`src/rtl/core_sequencer.sv`:
```
// Multicycle control FSM for the RV32IMA core: sequences fetch/decode/execute/memory/writeback
// and the trap path with one-cycle start pulses, and keeps the retire/cycle counters and a stage watchdog.
module core_sequencer #(
   parameter int unsigned CNT_W          = 64,
   parameter int unsigned TIMEOUT_CYCLES = 1024
) (
   input  logic             clk,
   input  logic             rstn,
   input  logic             run,
   input  logic             halt_req,
   output logic             fetch_enabled,
   input  logic             fetch_completed,
   output logic             decode_enabled,
   input  logic             decode_completed,
   output logic             exec_enabled,
   input  logic             exec_completed,
   input  logic             exception,
   input  logic             needs_mem,
   input  logic             writes_to_reg,
   output logic             mem_enabled,
   input  logic             mem_completed,
   output logic             write_enabled,
   input  logic             write_completed,
   output logic             trap_enabled,
   input  logic             trap_completed,
   output logic [2:0]       state,
   output logic             busy,
   output logic             timeout_err,
   output logic [CNT_W-1:0] instret,
   output logic [CNT_W-1:0] cycle_count
);

   localparam int unsigned WD_W    = $clog2(TIMEOUT_CYCLES + 1);
   localparam int unsigned N_STAGE = 6;
   localparam int unsigned EN_FETCH  = 0;
   localparam int unsigned EN_DECODE = 1;
   localparam int unsigned EN_EXEC   = 2;
   localparam int unsigned EN_MEM    = 3;
   localparam int unsigned EN_WRITE  = 4;
   localparam int unsigned EN_TRAP   = 5;

   typedef enum logic [2:0] {
      S_IDLE   = 3'd0,
      S_FETCH  = 3'd1,
      S_DECODE = 3'd2,
      S_EXEC   = 3'd3,
      S_MEM    = 3'd4,
      S_WRITE  = 3'd5,
      S_TRAP   = 3'd6,
      S_ERR    = 3'd7
   } state_t;

   state_t               r_state;
   state_t               w_state_nxt;
   logic [N_STAGE-1:0]   r_en;
   logic [N_STAGE-1:0]   w_en_nxt;
   logic [WD_W-1:0]      r_wd;
   logic [WD_W-1:0]      w_wd_nxt;
   logic                 r_wr_lat;
   logic                 w_wr_lat_nxt;
   logic                 r_timeout_err;
   logic                 w_timeout_nxt;
   logic                 r_busy;
   logic                 w_busy_nxt;
   logic [CNT_W-1:0]     r_instret;
   logic [CNT_W-1:0]     r_cycle_count;
   logic                 w_pulse;
   logic                 w_done;
   logic                 w_retire;
   logic                 w_instr_end;

   // State and datapath registers
   always_ff @(posedge clk) begin
      if (!rstn) begin
         r_state       <= S_IDLE;
         r_en          <= '0;
         r_wd          <= '0;
         r_wr_lat      <= 1'b0;
         r_timeout_err <= 1'b0;
         r_busy        <= 1'b0;
         r_instret     <= '0;
         r_cycle_count <= '0;
      end else begin
         r_state       <= w_state_nxt;
         r_en          <= w_en_nxt;
         r_wd          <= w_wd_nxt;
         r_wr_lat      <= w_wr_lat_nxt;
         r_timeout_err <= w_timeout_nxt;
         r_busy        <= w_busy_nxt;
         if (w_retire) begin
            r_instret <= r_instret + CNT_W'(1);
         end
         if (r_busy) begin
            r_cycle_count <= r_cycle_count + CNT_W'(1);
         end
      end
   end

   // Next-state, watchdog and enable-pulse decode
   always_comb begin
      w_state_nxt   = r_state;
      w_en_nxt      = '0;
      w_wd_nxt      = r_wd;
      w_wr_lat_nxt  = r_wr_lat;
      w_timeout_nxt = r_timeout_err;
      w_retire      = 1'b0;
      w_instr_end   = 1'b0;
      w_done        = 1'b0;
      w_busy_nxt    = 1'b0;
      w_pulse       = |r_en;

      case (r_state)
         S_FETCH:  w_done = fetch_completed;
         S_DECODE: w_done = decode_completed;
         S_EXEC:   w_done = exec_completed;
         S_MEM:    w_done = mem_completed;
         S_WRITE:  w_done = write_completed;
         S_TRAP:   w_done = trap_completed;
         default:  w_done = 1'b0;
      endcase

      if (r_state == S_IDLE) begin
         if (run) begin
            w_state_nxt = S_FETCH;
         end
      end else if ((r_state != S_ERR) && !w_pulse) begin
         // Completion beats the watchdog when both land on the same cycle
         if (w_done) begin
            case (r_state)
               S_FETCH:  w_state_nxt = S_DECODE;
               S_DECODE: w_state_nxt = S_EXEC;
               S_EXEC: begin
                  w_wr_lat_nxt = writes_to_reg;
                  if (exception) begin
                     w_state_nxt = S_TRAP;
                  end else if (needs_mem) begin
                     w_state_nxt = S_MEM;
                  end else if (writes_to_reg) begin
                     w_state_nxt = S_WRITE;
                  end else begin
                     w_retire = 1'b1;
                  end
               end
               S_MEM: begin
                  if (r_wr_lat) begin
                     w_state_nxt = S_WRITE;
                  end else begin
                     w_retire = 1'b1;
                  end
               end
               S_WRITE:  w_retire    = 1'b1;
               S_TRAP:   w_instr_end = 1'b1;
               default:  w_state_nxt = r_state;
            endcase
            if (w_retire || w_instr_end) begin
               w_state_nxt = halt_req ? S_IDLE : S_FETCH;
            end
         end else if (r_wd == WD_W'(TIMEOUT_CYCLES - 1)) begin
            w_state_nxt   = S_ERR;
            w_timeout_nxt = 1'b1;
         end else begin
            w_wd_nxt = r_wd + WD_W'(1);
         end
      end

      // Every state change into a stage issues that stage's single start pulse
      if (w_state_nxt != r_state) begin
         w_wd_nxt = '0;
         case (w_state_nxt)
            S_FETCH:  w_en_nxt[EN_FETCH]  = 1'b1;
            S_DECODE: w_en_nxt[EN_DECODE] = 1'b1;
            S_EXEC:   w_en_nxt[EN_EXEC]   = 1'b1;
            S_MEM:    w_en_nxt[EN_MEM]    = 1'b1;
            S_WRITE:  w_en_nxt[EN_WRITE]  = 1'b1;
            S_TRAP:   w_en_nxt[EN_TRAP]   = 1'b1;
            default:  w_en_nxt = '0;
         endcase
      end

      w_busy_nxt = (w_state_nxt != S_IDLE) && (w_state_nxt != S_ERR);
   end

   assign fetch_enabled  = r_en[EN_FETCH];
   assign decode_enabled = r_en[EN_DECODE];
   assign exec_enabled   = r_en[EN_EXEC];
   assign mem_enabled    = r_en[EN_MEM];
   assign write_enabled  = r_en[EN_WRITE];
   assign trap_enabled   = r_en[EN_TRAP];
   assign state          = r_state;
   assign busy           = r_busy;
   assign timeout_err    = r_timeout_err;
   assign instret        = r_instret;
   assign cycle_count    = r_cycle_count;

endmodule

```
`config.mk`:
```
export PLATFORM = sky130hd
export DESIGN_NAME = core_sequencer
export DESIGN_NICKNAME = d
export VERILOG_FILES = /design/src/rtl/core_sequencer.sv
export SDC_FILE = /design/constraint.sdc
export NUM_CORES = 1
export LEC_CHECK = 0
export CELL_PAD_IN_SITES_DETAIL_PLACEMENT = 1
export CELL_PAD_IN_SITES_GLOBAL_PLACEMENT = 1
export CORE_MARGIN = 5
export CORE_UTILIZATION = 34
export CTS_CLUSTER_SIZE = 25
export DETAILED_ROUTE_END_ITERATION = 10
export PLACE_DENSITY = 0.72
export SETUP_SLACK_MARGIN = 0.02
export SLEW_MARGIN = 25
export SYNTH_ARGS = -nofsm -noshare
export SYNTH_HDL_FRONTEND = slang
export SYNTH_SLANG_ARGS = --single-unit
```
`constraint.sdc`:
```
create_clock -name clk -period 2.19 [get_ports clk]
set_input_delay 0.438 -clock clk [delete_from_list [all_inputs] [get_ports clk]]
set_output_delay 0.438 -clock clk [all_outputs]
set_load 0.05 [all_outputs]
```
==> out/metrics.csv, run 1 <==
metric,value,unit
status,"complete, but fails checks",
failing checks,setup timing,
die footprint,24100,um2
DRT antenna net count,0,
Hold WS,0.471,ns
layout cells sized above 1,30.1,%
vias in the first global route,7049,
DRC Markers,0,
post-synth top area share,42.2,%
"Hold Vio Cnt, Final",0,
largest net degree at the start of global routing,111,
"Cell Count, Final, Fillers Out",1371,
clock root cell,clkbuf_16,
Fmax,412,MHz
P&R area growth vs syn,53.9,%
clock share of power,46.3,%
Starting Density,34.3,%
H-tree Lvls,4,
total CTS buffers,17,
"Worst Setup Slack, final",-0.236,ns
DR pass1 iterations,4,
RR Endpoint,r_wd[4]$_SDFFE_PP0P_,
r2r startpoint,state[0]$_SDFF_PN0_,
syn_nets,856,
"top cells by area, synth","dfxtp_1 42%, nor2_1 6.5%, xor2_1 6.4%, xnor2_1 5.3%, nand3_1 3.5%",
detailed placer's ending HPWL,16.2,mm
Post-Syn Instances,840,
P_int,4.44,mW
Hold Crit Class,register to register,
register area share after synthesis,42.2,%
Post-Route WL,23.7,mm
Power Dens Cells,543,nW/um2
dpl cells,1318,
MaxCap Viol Count,0,
worst setup path end,r_wd[4]$_SDFFE_PP0P_,
"Clk Latency, worst-skew pair",0.42,ns
Static Leak,4.42,nW
yosys warns,0,
CTS Buffer Depth,2,
kind of critical path,register to register,
via count,7051,
area of the core,20900,um2
Slew HR,60.8,%
GRT Overall Usage,18.5,%
"Clk pin slew, worst setup/hold paths",0.07,ns
peak supply drop,0.000495,V
sequential cell fraction of total power,46.1,%
average cell area after synthesis,8.53,um2
die width,155,um
FF-to-FF setup slack,-0.24,ns
Seq cells post-synth,151,
Comb power frac,7.6,%
first-pass GRT wire length,36.5,mm
Die H,155,um
global route overflow,0,
worst reg-to-reg path cell count,9,
Slew Limit Fails,0,
Worst EP arrival,2.78,ns
Slew @ Worst Pin,0.580,ns
number of flops mapped to enable cells by yosys,0,
placer's final routability congestion estimate,0.825,
dpl ws,-0.531,ns
multi-input combinational cell area,4440,um2
# rows,53,
Buffers on Ports,151,
Vias/cell,5.14,
Sw Pwr,1.55,mW
CTS tree,built,
Final nets,1099,
"Setup violations, final",65,
Sink Count,151,
prevailing post-synth register cell,dfxtp_1,
# fillers,2395,
ANT cells,0,
number of DRC markers in iteration 0,215,
RSZ-0062 raised after global routing,true,
Crit path required time,2.55,ns
"Distinct cells, synth",66,
Routed WL per cell,17.3,um
synthesized area,7160,um2
"count leader, synth",dfxtp_1,
IO Pins,152,
switching part of the total,25.8,%
Critical Path Source,state[0]$_SDFF_PN0_,
sequential cell area,3150,um2
Synth async-reset ratio,0,%
CP Launch Type,register,
Commonest cells post-synth,"151 x dfxtp_1, 125 x nor2_1, 63 x nand2_1",
CP endpoint kind,register,
initial antenna violation count,0,
Setup Skew,0.0105,ns
min cycle time layout,2.43,ns
setup TNS,-6.28,ns
critical path peak fanout,6,
Synth area leader,dfxtp_1,
period utilization,111,%
==> layout make-up <==
type	instances	share of cell area [%]
timing repair buffer	258	22.3
clock inverter	14	1.06
sequential	151	28.6
inverter	20	0.704
multi-input combinational	635	40.3
tap	275	3.12
clock buffer	18	3.98
==> placed cells by master, fill, tap and decap left out, drive strengths merged, types with 3 or more instances in the layout <==
cell	count
dfxtp	151
nor2	125
buf	118
clkdlybuf4s50	106
nand2	66
xor2	52
nand3	51
xnor2	43
nand4	40
o21ai	37
or3	37
a21oi	36
dlymetal6s2s	28
inv	26
nor3	23
clkbuf	19
and3	17
and4	16
nor4	13
nand2b	12
mux2i	11
and2	9
clkinvlp	5
dlygate4sd2	5
nor2b	5
or2	4
nor3b	4
mux2	3
clkinv	3
o2bb2ai	3
o31ai	3
ha	3
==> sequential cells by signal, summed over array words and instances (netlist names) <==
signal       cells
cycle_count     64
instret         64
r_wd            11
r_en             6
state            3
busy             1
r_wr_lat         1
timeout_err      1
==> power groups by stage <==
stage	clock network, mW	logic [mW]	registers [mW]
after global routing	2.98	0.476	2.76
after detailed placement	0	0.356	2.82
final	2.77	0.453	2.76
after CTS	2.85	0.380	2.76
after global placement	0	0.349	2.82
after floorplan	0	0.181	2.86
==> metal layers <==
metal | part of all wire, % | up-vias | track usage [%] | wire (um)
met2 | 51 | 126 | 32.8 | 12000
met3 | 3.7 | 30 | 3.87 | 870
met1 | 44 | 3475 | 22.9 | 10500
li1 | - | 3420 | - | -
met4 | 1.4 | 0 | 4.21 | 322
met5 | 0 | - | 0 | 0
==> repair_timing <==
item	CTS	global route
hold endpoints to repair	0	0
gates resized for setup	33	136
endpoints found under the setup margin	49	97
cloned	0	4
buffers inserted	4	15
pin swaps	16	38
hold buffers	0	0
==> critical path, stage by stage, from the launching register on <==
cell and delay [ns]:
dfxtp_4 0.39, mux2_4 0.33, a222oi_1 0.42, buf_4 0.22, or2_4 0.18, o31ai_4 0.09, a211oi_4 0.32, buf_6 0.21
nand2_8 0.09, nor2_1 0.11
==> metrics by stage <==
step                      instance area, um2  util (%)  total power [mW]
final                                  11000      52.8              5.99
after CTS                              10400      49.6              6.00
after global routing                   11000      52.8              6.22
after global placement                  9670      46.3              3.17
after floorplan                         7350         -              3.04
after detailed placement                9670      46.3              3.18
==> worst min path at each step <==
stage                     slack (ns)  depth (start not counted)                  start               endpoint
after CTS                       0.45                          2  r_wd[10]$_SDFFE_PP0P_  r_wd[10]$_SDFFE_PP0P_
after global routing            0.49                          2  r_wd[10]$_SDFFE_PP0P_  r_wd[10]$_SDFFE_PP0P_
after detailed placement        0.44                          2  r_wd[10]$_SDFFE_PP0P_  r_wd[10]$_SDFFE_PP0P_
final                           0.47                          2  r_wd[10]$_SDFFE_PP0P_  r_wd[10]$_SDFFE_PP0P_
after floorplan                 0.42                          2  r_wd[10]$_SDFFE_PP0P_  r_wd[10]$_SDFFE_PP0P_
after global placement          0.44                          2  r_wd[10]$_SDFFE_PP0P_  r_wd[10]$_SDFFE_PP0P_
==> cell families (layout without fill, tap and decap cells) <==
group                      count (synthesis)  count (layout)  share of synthesized area (%)
xor gates and xnor gates                  95              95                           11.6
buffers and inverters                     55             310                           3.32
DFF                                      151             151                           42.2
AOI/OAI and AO/OA                         95              95                           8.24
adders and majority gates                  3               3                          0.524
muxes                                     14              14                           2.06
and+or+nand+nor                          427             428                           32.0
(Power assumes the default switching activity.)
==> inputs of run 2 (changes only) <==
--- a/config.mk
+++ b/config.mk
@@ -7,7 +7,7 @@
 export LEC_CHECK = 0
 export CELL_PAD_IN_SITES_DETAIL_PLACEMENT = 1
 export CELL_PAD_IN_SITES_GLOBAL_PLACEMENT = 1
-export CORE_MARGIN = 5
+export CORE_MARGIN = 2
 export CORE_UTILIZATION = 34
 export CTS_CLUSTER_SIZE = 25
 export DETAILED_ROUTE_END_ITERATION = 10
==> run 2 against run 1 <==
The run still ends with setup timing left. Register-to-register slack improved by 0.12 ns. Core utilization rose by 0.96 points. Maximum frequency rose by 5.4%. Worst setup slack improved by 0.12 ns. Final area rose by 1.5%. Total power rose by 5.5%. Sequential cell count did not move. Sequential share of layout area fell by 0.46 points. Routed wire length fell by 0.65%. Clock-buffer cell count rose by 4. Largest cell class unchanged.
==> out/metrics.csv, run 2 (same netlist as run 1, synthesis figures left out) <==
metric,value,unit,change
hold_buf cts,0,,unchanged
Worst EP arrival,2.67,ns,-0.11 ns
worst reg-to-reg path cell count,9,,unchanged
H-tree Lvls,4,,unchanged
largest net degree at the start of global routing,76,,-32%
Sw Pwr,1.47,mW,-4.6%
status,"complete, but fails checks",,
critical path peak fanout,5,,-1
CP endpoint kind,register,,
placer's final routability congestion estimate,0.820,,-0.53%
RSZ-0062 raised after global routing,true,,
Routed WL per cell,17.1,um,-1.2%
ANT cells,0,,unchanged
"most common cell after layout, fill and taps aside",clkdlybuf4s50_1,,
global route overflow,0,,unchanged
critical path depth,9,,unchanged
Setup Skew,0.0110,ns,+0.000583 ns
Slew Limit Fails,0,,unchanged
Die H,149,um,-3.9%
most frequent cells in the layout,"113 x clkdlybuf4s50_1, 110 x nor2_1, 94 x buf_4, 83 x dfxtp_1, 60 x nand2_1",,
initial antenna violation count,0,,unchanged
"Hold Vio Cnt, Final",0,,unchanged
Final nets,1107,,+0.73%
area of the core,20800,um2,-0.32%
number of DRC markers in iteration 0,226,,+5.1%
"Worst Setup Slack, final",-0.112,ns,+0.124 ns
DR pass1 iterations,4,,unchanged
clock share of power,49.0,%,+2.7 points
kind of critical path,register to register,,
switching part of the total,23.4,%,-2.5 points
via count,7089,,+0.54%
Buffers on Ports,151,,unchanged
sequential cell fraction of total power,43.8,%,-2.3 points
# rows,53,,unchanged
Sink Count,151,,unchanged
Hold Crit Class,register to register,,
WP buf/inv,2,,unchanged
total CTS buffers,17,,unchanged
Util after Layout,53.7,%,+0.96 points
critical path's top delay family,compound AO/OA/AOI/OAI gates,,
Critical Path Max Stage Delay,0.39,ns,-0.03 ns
"Clk pin slew, worst setup/hold paths",0.07,ns,about the same
die width,149,um,-3.9%
DRT antenna net count,0,,unchanged
vias in the first global route,7112,,+0.89%
Comb power frac,7.2,%,-0.4 points
Slew HR,62.2,%,+1.4 points
Worst path slowest cell,dfxtp_4,,
crit path cell chain,"mux2_4, a222oi_1, buf_4, or2_4, o31ai_4, a211oi_4, buf_6, nand2_8, nor2_2",,
layout cells sized above 1,30.3,%,+0.14 points
Power Dens Cells,564,nW/um2,+3.9%
Vias/cell,5.14,,about the same
# fillers,2402,,+0.29%
P_int,4.84,mW,+9.0%
"Setup violations, final",41,,-37%
min cycle time layout,2.30,ns,-0.124 ns
P&R area growth vs syn,56.2,%,
CTS Buffer Depth,2,,unchanged
MaxCap Viol Count,0,,unchanged
"Clk Latency, worst-skew pair",0.43,ns,about the same
Post-Route WL,23.5,mm,-0.65%
first-pass GRT wire length,36.1,mm,-1.2%
hold path cells,2,,unchanged
GRT Overall Usage,20.3,%,+1.9 points
IO Pins,152,,unchanged
DRC Markers,0,,unchanged
CTS tree,built,,
Slew @ Worst Pin,0.566,ns,-0.0144 ns
detailed placer's ending HPWL,16.0,mm,-0.93%
Crit path required time,2.56,ns,about the same
Starting Density,34.4,%,+0.11 points
CP Launch Type,register,,
die footprint,22200,um2,-7.6%
setup TNS,-2.10,ns,+4.18 ns
failing checks,setup timing,,
Static Leak,4.39,nW,-0.66%
peak supply drop,0.000469,V,-5.3%
period utilization,105,%,-5.7 points
Fmax,434,MHz,+5.4%
clock root cell,clkbuf_16,,
==> run 2: cell count changes in the layout (fill, tap and decap cells not counted), moves of 4 or more <==
cell             before  now
clkdlybuf4s50_1     106  113
dlygate4sd2_1         5   11
inv_6                 6    0
dlymetal6s2s_1       28   23
nor2_2                6   11
o21ai_0              30   25
buf_12                2    6
clkinvlp_4            5    1
o21ai_2               2    6
==> run 2: what timing repair did <==
action                                  in CTS  in global routing
pin swaps                                   12                 48
resized for setup                           34                133
gates cloned                                 1                  3
setup buffers                                6                  5
endpoints found under the setup margin      34                101
==> run 2: cell type report <==
| class | count | area [um2] | share of cell area, % |
|---|---|---|---|
| clock buffer | 22 | 474 | 4.24 |
| clock inverter | 10 | 144 | 1.29 |
| inverter | 20 | 77.6 | 0.693 |
| multi-input combinational | 635 | 4430 | 39.6 |
| sequential | 151 | 3140 | 28.1 |
| tap | 275 | 344 | 3.08 |
| timing repair buffer | 266 | 2580 | 23.0 |
==> run 2: power groups by stage <==
| stage | registers [mW] | logic, mW | clock network [mW] |
|---|---|---|---|
| after global placement | 2.83 | 0.346 | 0 |
| after global routing | 2.77 | 0.485 | 3.28 |
| final | 2.77 | 0.456 | 3.09 |
| after CTS | 2.77 | 0.395 | 3.17 |
| after floorplan | 2.86 | 0.181 | 0 |
| after detailed placement | 2.83 | 0.351 | 0 |
==> run 2: worst paths after layout <==
| kind | from | end | slack (ns) |
|---|---|---|---|
| worst max-delay path | state[0]$_SDFF_PN0_ | r_wd[4]$_SDFFE_PP0P_ | -0.11 |
| worst min-delay path | r_wd[10]$_SDFFE_PP0P_ | r_wd[10]$_SDFFE_PP0P_ | 0.45 |
| worst max register to register | state[0]$_SDFF_PN0_ | r_wd[4]$_SDFFE_PP0P_ | -0.11 |
| worst min register to register | r_wd[10]$_SDFFE_PP0P_ | r_wd[10]$_SDFFE_PP0P_ | 0.45 |
==> run 2: metal layers <==
layer	up-vias	share of wire [%]	global-route usage, %
li1	3453	-	-
met3	30	3.3	3.55
met1	3481	44	25.2
met4	0	1.8	6.48
met2	125	50	35.8
met5	-	0	0
==> run 2: worst reg2reg max path, cell delays in order (launching register included) <==
cell and delay [ns]:
dfxtp_4 0.39, mux2_4 0.32, a222oi_1 0.36, buf_4 0.22, or2_4 0.17, o31ai_4 0.07
a211oi_4 0.33, buf_6 0.20, nand2_8 0.09, nor2_2 0.11
==> run 2: through the flow <==
| stage | power [mW] | cells | cell area (um2) | setup WS (ns) | hold slack [ns] |
|---|---|---|---|---|---|
| 6_report | 6.31 | 1379 | 11200 | -0.112 | 0.454 |
| 5_1_grt | 6.53 | 1379 | 11200 | -0.199 | 0.479 |
| 4_1_cts | 6.33 | 1372 | 10600 | -0.0205 | 0.447 |
| 3_5_place_dp | 3.18 | 1333 | 9830 | -0.606 | 0.438 |
| 3_3_place_gp | 3.17 | 1333 | 9830 | -0.555 | 0.430 |
| 2_1_floorplan | 3.04 | 840 | 7350 | -0.171 | 0.417 |
==> inputs of run 3 (changes only) <==
==> config.mk (replaced) <==
export PLATFORM = sky130hd
export DESIGN_NAME = core_sequencer
export DESIGN_NICKNAME = d
export VERILOG_FILES = /design/src/rtl/core_sequencer.sv
export SDC_FILE = /design/constraint.sdc
export NUM_CORES = 1
export LEC_CHECK = 0
export CELL_PAD_IN_SITES_DETAIL_PLACEMENT = 2
export CELL_PAD_IN_SITES_GLOBAL_PLACEMENT = 2
export CORE_MARGIN = 2
export CORE_UTILIZATION = 28
export CTS_BUF_LIST = sky130_fd_sc_hd__clkbuf_4 sky130_fd_sc_hd__clkbuf_8
export CTS_CLUSTER_SIZE = 25
export DETAILED_ROUTE_END_ITERATION = 10
export PLACE_DENSITY = 0.74
export SETUP_SLACK_MARGIN = 0.02
export SKIP_CTS_REPAIR_TIMING = 1
export SLEW_MARGIN = 25
export SYNTH_ARGS = -nofsm -noshare
export SYNTH_HDL_FRONTEND = slang
export SYNTH_SLANG_ARGS = --single-unit
==> run 3 against run 2 <==
The run still ends with setup timing left. Critical path depth shrank 1. Final cell count grew 5.1%. Non-clock buffer count grew 15. Via count grew 1.7%. Core utilization shrank 9.1 points. Sequential share of layout area shrank 0.15 points. First-iteration DRC count grew 23%. Global-route usage shrank 1.8 points. Clock-buffer cell count shrank 2. Final area grew 0.56%. Sequential power is essentially flat. Sequential cell count is the same. Critical endpoint is now r_en[2]$_SDFF_PN0_.
==> out/metrics.csv, run 3 (same netlist as run 1, synthesis figures left out) <==
metric,value,unit,change
hold path cells,2,,unchanged
H-tree Lvls,4,,unchanged
Sink Count,151,,unchanged
period utilization,108,%,+2.8 points
first-pass GRT wire length,39.5,mm,+9.5%
placer's final routability congestion estimate,0.795,,-3.1%
r2r startpoint,state[0]$_SDFF_PN0_,,
worst hold path endpoint,r_wd[10]$_SDFFE_PP0P_,,
sequential cell area,3140,um2,about the same
die width,164,um,+9.9%
CP endpoint kind,register,,
total CTS buffers,17,,unchanged
detailed placer's ending HPWL,18.6,mm,+16%
dpl ws,-0.643,ns,-0.0373 ns
failing checks,setup timing,,
IO Pins,152,,unchanged
Die H,164,um,+9.9%
CTS Buffer Depth,2,,unchanged
Power Dens Cells,477,nW/um2,-16%
via count,7207,,+1.7%
Slew @ Worst Pin,0.583,ns,+0.0171 ns
min cycle time layout,2.36,ns,+0.0623 ns
worst reg-to-reg path cell count,8,,-1
Slew HR,61.1,%,-1.1 points
"Hold Vio Cnt, Final",0,,unchanged
Slew Limit Fails,0,,unchanged
kind of critical path,register to register,,
Buffers on Ports,151,,unchanged
Final nets,1122,,+1.4%
number of DRC markers in iteration 0,278,,+23%
Setup Skew,0.0221,ns,+0.0110 ns
Fmax,423,MHz,-2.6%
peak supply drop,0.000257,V,-45%
initial antenna violation count,0,,unchanged
most frequent cells in the layout,"118 x buf_4, 114 x nor2_1, 90 x dlymetal6s2s_1, 82 x dfxtp_1",,
critical path peak fanout,6,,+1
die footprint,26900,um2,+21%
DRC Markers,0,,unchanged
Post-Route WL,26.8,mm,+14%
Critical Path Source,state[0]$_SDFF_PN0_,,
RSZ-0062 raised after global routing,true,,
# fillers,2688,,+12%
area of the core,25200,um2,+21%
Worst EP arrival,2.75,ns,+0.08 ns
# rows,58,,+9.4%
global route overflow,0,,unchanged
CP Launch Type,register,,
ANT cells,0,,unchanged
clock root cell,clkbuf_8,,
"Clk Latency, worst-skew pair",0.47,ns,+0.04 ns
Starting Density,28.5,%,-6.0 points
Hold WS,0.491,ns,+0.0373 ns
Crit path required time,2.57,ns,about the same
largest net degree at the start of global routing,47,,-38%
P&R area growth vs syn,57.0,%,
CTS tree,built,,
Vias/cell,4.97,,-3.2%
vias in the first global route,7562,,+6.3%
MaxCap Viol Count,0,,unchanged
RR Endpoint,r_en[2]$_SDFF_PN0_,,
GRT Overall Usage,18.5,%,-1.8 points
"most common cell after layout, fill and taps aside",buf_4,,
Routed WL per cell,18.5,um,+8.3%
multi-input combinational cell area,4430,um2,about the same
Hold Crit Class,register to register,,
status,"complete, but fails checks",,
"Worst Setup Slack, final",-0.174,ns,-0.0623 ns
Static Leak,5.63,nW,+28%
layout cells sized above 1,31.0,%,+0.76 points
setup TNS,-3.65,ns,-1.55 ns
"Setup violations, final",47,,+15%
FF-to-FF setup slack,-0.17,ns,-0.06 ns
min-delay src,r_wd[10]$_SDFFE_PP0P_,,
"Clk pin slew, worst setup/hold paths",0.10,ns,+0.03 ns
DRT antenna net count,0,,unchanged
DR pass1 iterations,6,,+2
-- run 3: worst max-delay path by stage --
stage,end,depth (start not counted)
CTS,r_wd[6]$_SDFFE_PP0P_,9
global placement,busy$_SDFF_PN0_,9
finish,r_en[2]$_SDFF_PN0_,8
floorplan,r_en[5]$_SDFF_PN0_,10
global route,r_en[2]$_SDFF_PN0_,8
detailed placement,r_wd[1]$_SDFFE_PP0P_,10
-- run 3: area by class of cell --
cell class                      count  area share, %
Tap cell                          330           3.67
Timing Repair Buffer              281           25.0
Inverter                           20          0.690
Clock inverter                     12           1.02
Multi-Input combinational cell    635           39.4
Clock buffer                       20           2.34
Sequential cell                   151           27.9
-- run 3: power breakdown --
part	internal [mW]	switching, mW
clock network	0.974	1.18
registers	2.74	0.0190
logic	0.198	0.251
total	3.91	1.45
-- run 3: layer usage --
| layer | up-vias | track usage (%) | wire length [um] |
|---|---|---|---|
| met4 | 0 | 5.10 | 578 |
| li1 | 3461 | - | - |
| met2 | 130 | 32.9 | 13700 |
| met5 | - | 0 | 0 |
| met1 | 3587 | 23.0 | 11700 |
| met3 | 29 | 3.26 | 835 |
-- run 3: critical path, cell delays in order (launching register included) --
cell	delay, ns
dfxtp_4	0.39
mux2_4	0.32
a222oi_1	0.38
buf_4	0.26
or2_4	0.19
o41ai_1	0.09
a21o_2	0.26
buf_4	0.16
nor4_4	0.25
-- run 3: stage by stage --
| stage | power (mW) | util [%] | cells | cell area [um2] |
|---|---|---|---|---|
| floorplan | 3.04 | - | 840 | 7350 |
| global placement | 3.20 | 39.7 | 1399 | 9990 |
| detailed placement | 3.21 | 39.7 | 1399 | 9990 |
| CTS | 5.37 | 41.2 | 1431 | 10400 |
| global route | 5.58 | 44.7 | 1449 | 11300 |
| finish | 5.36 | 44.7 | 1449 | 11300 |
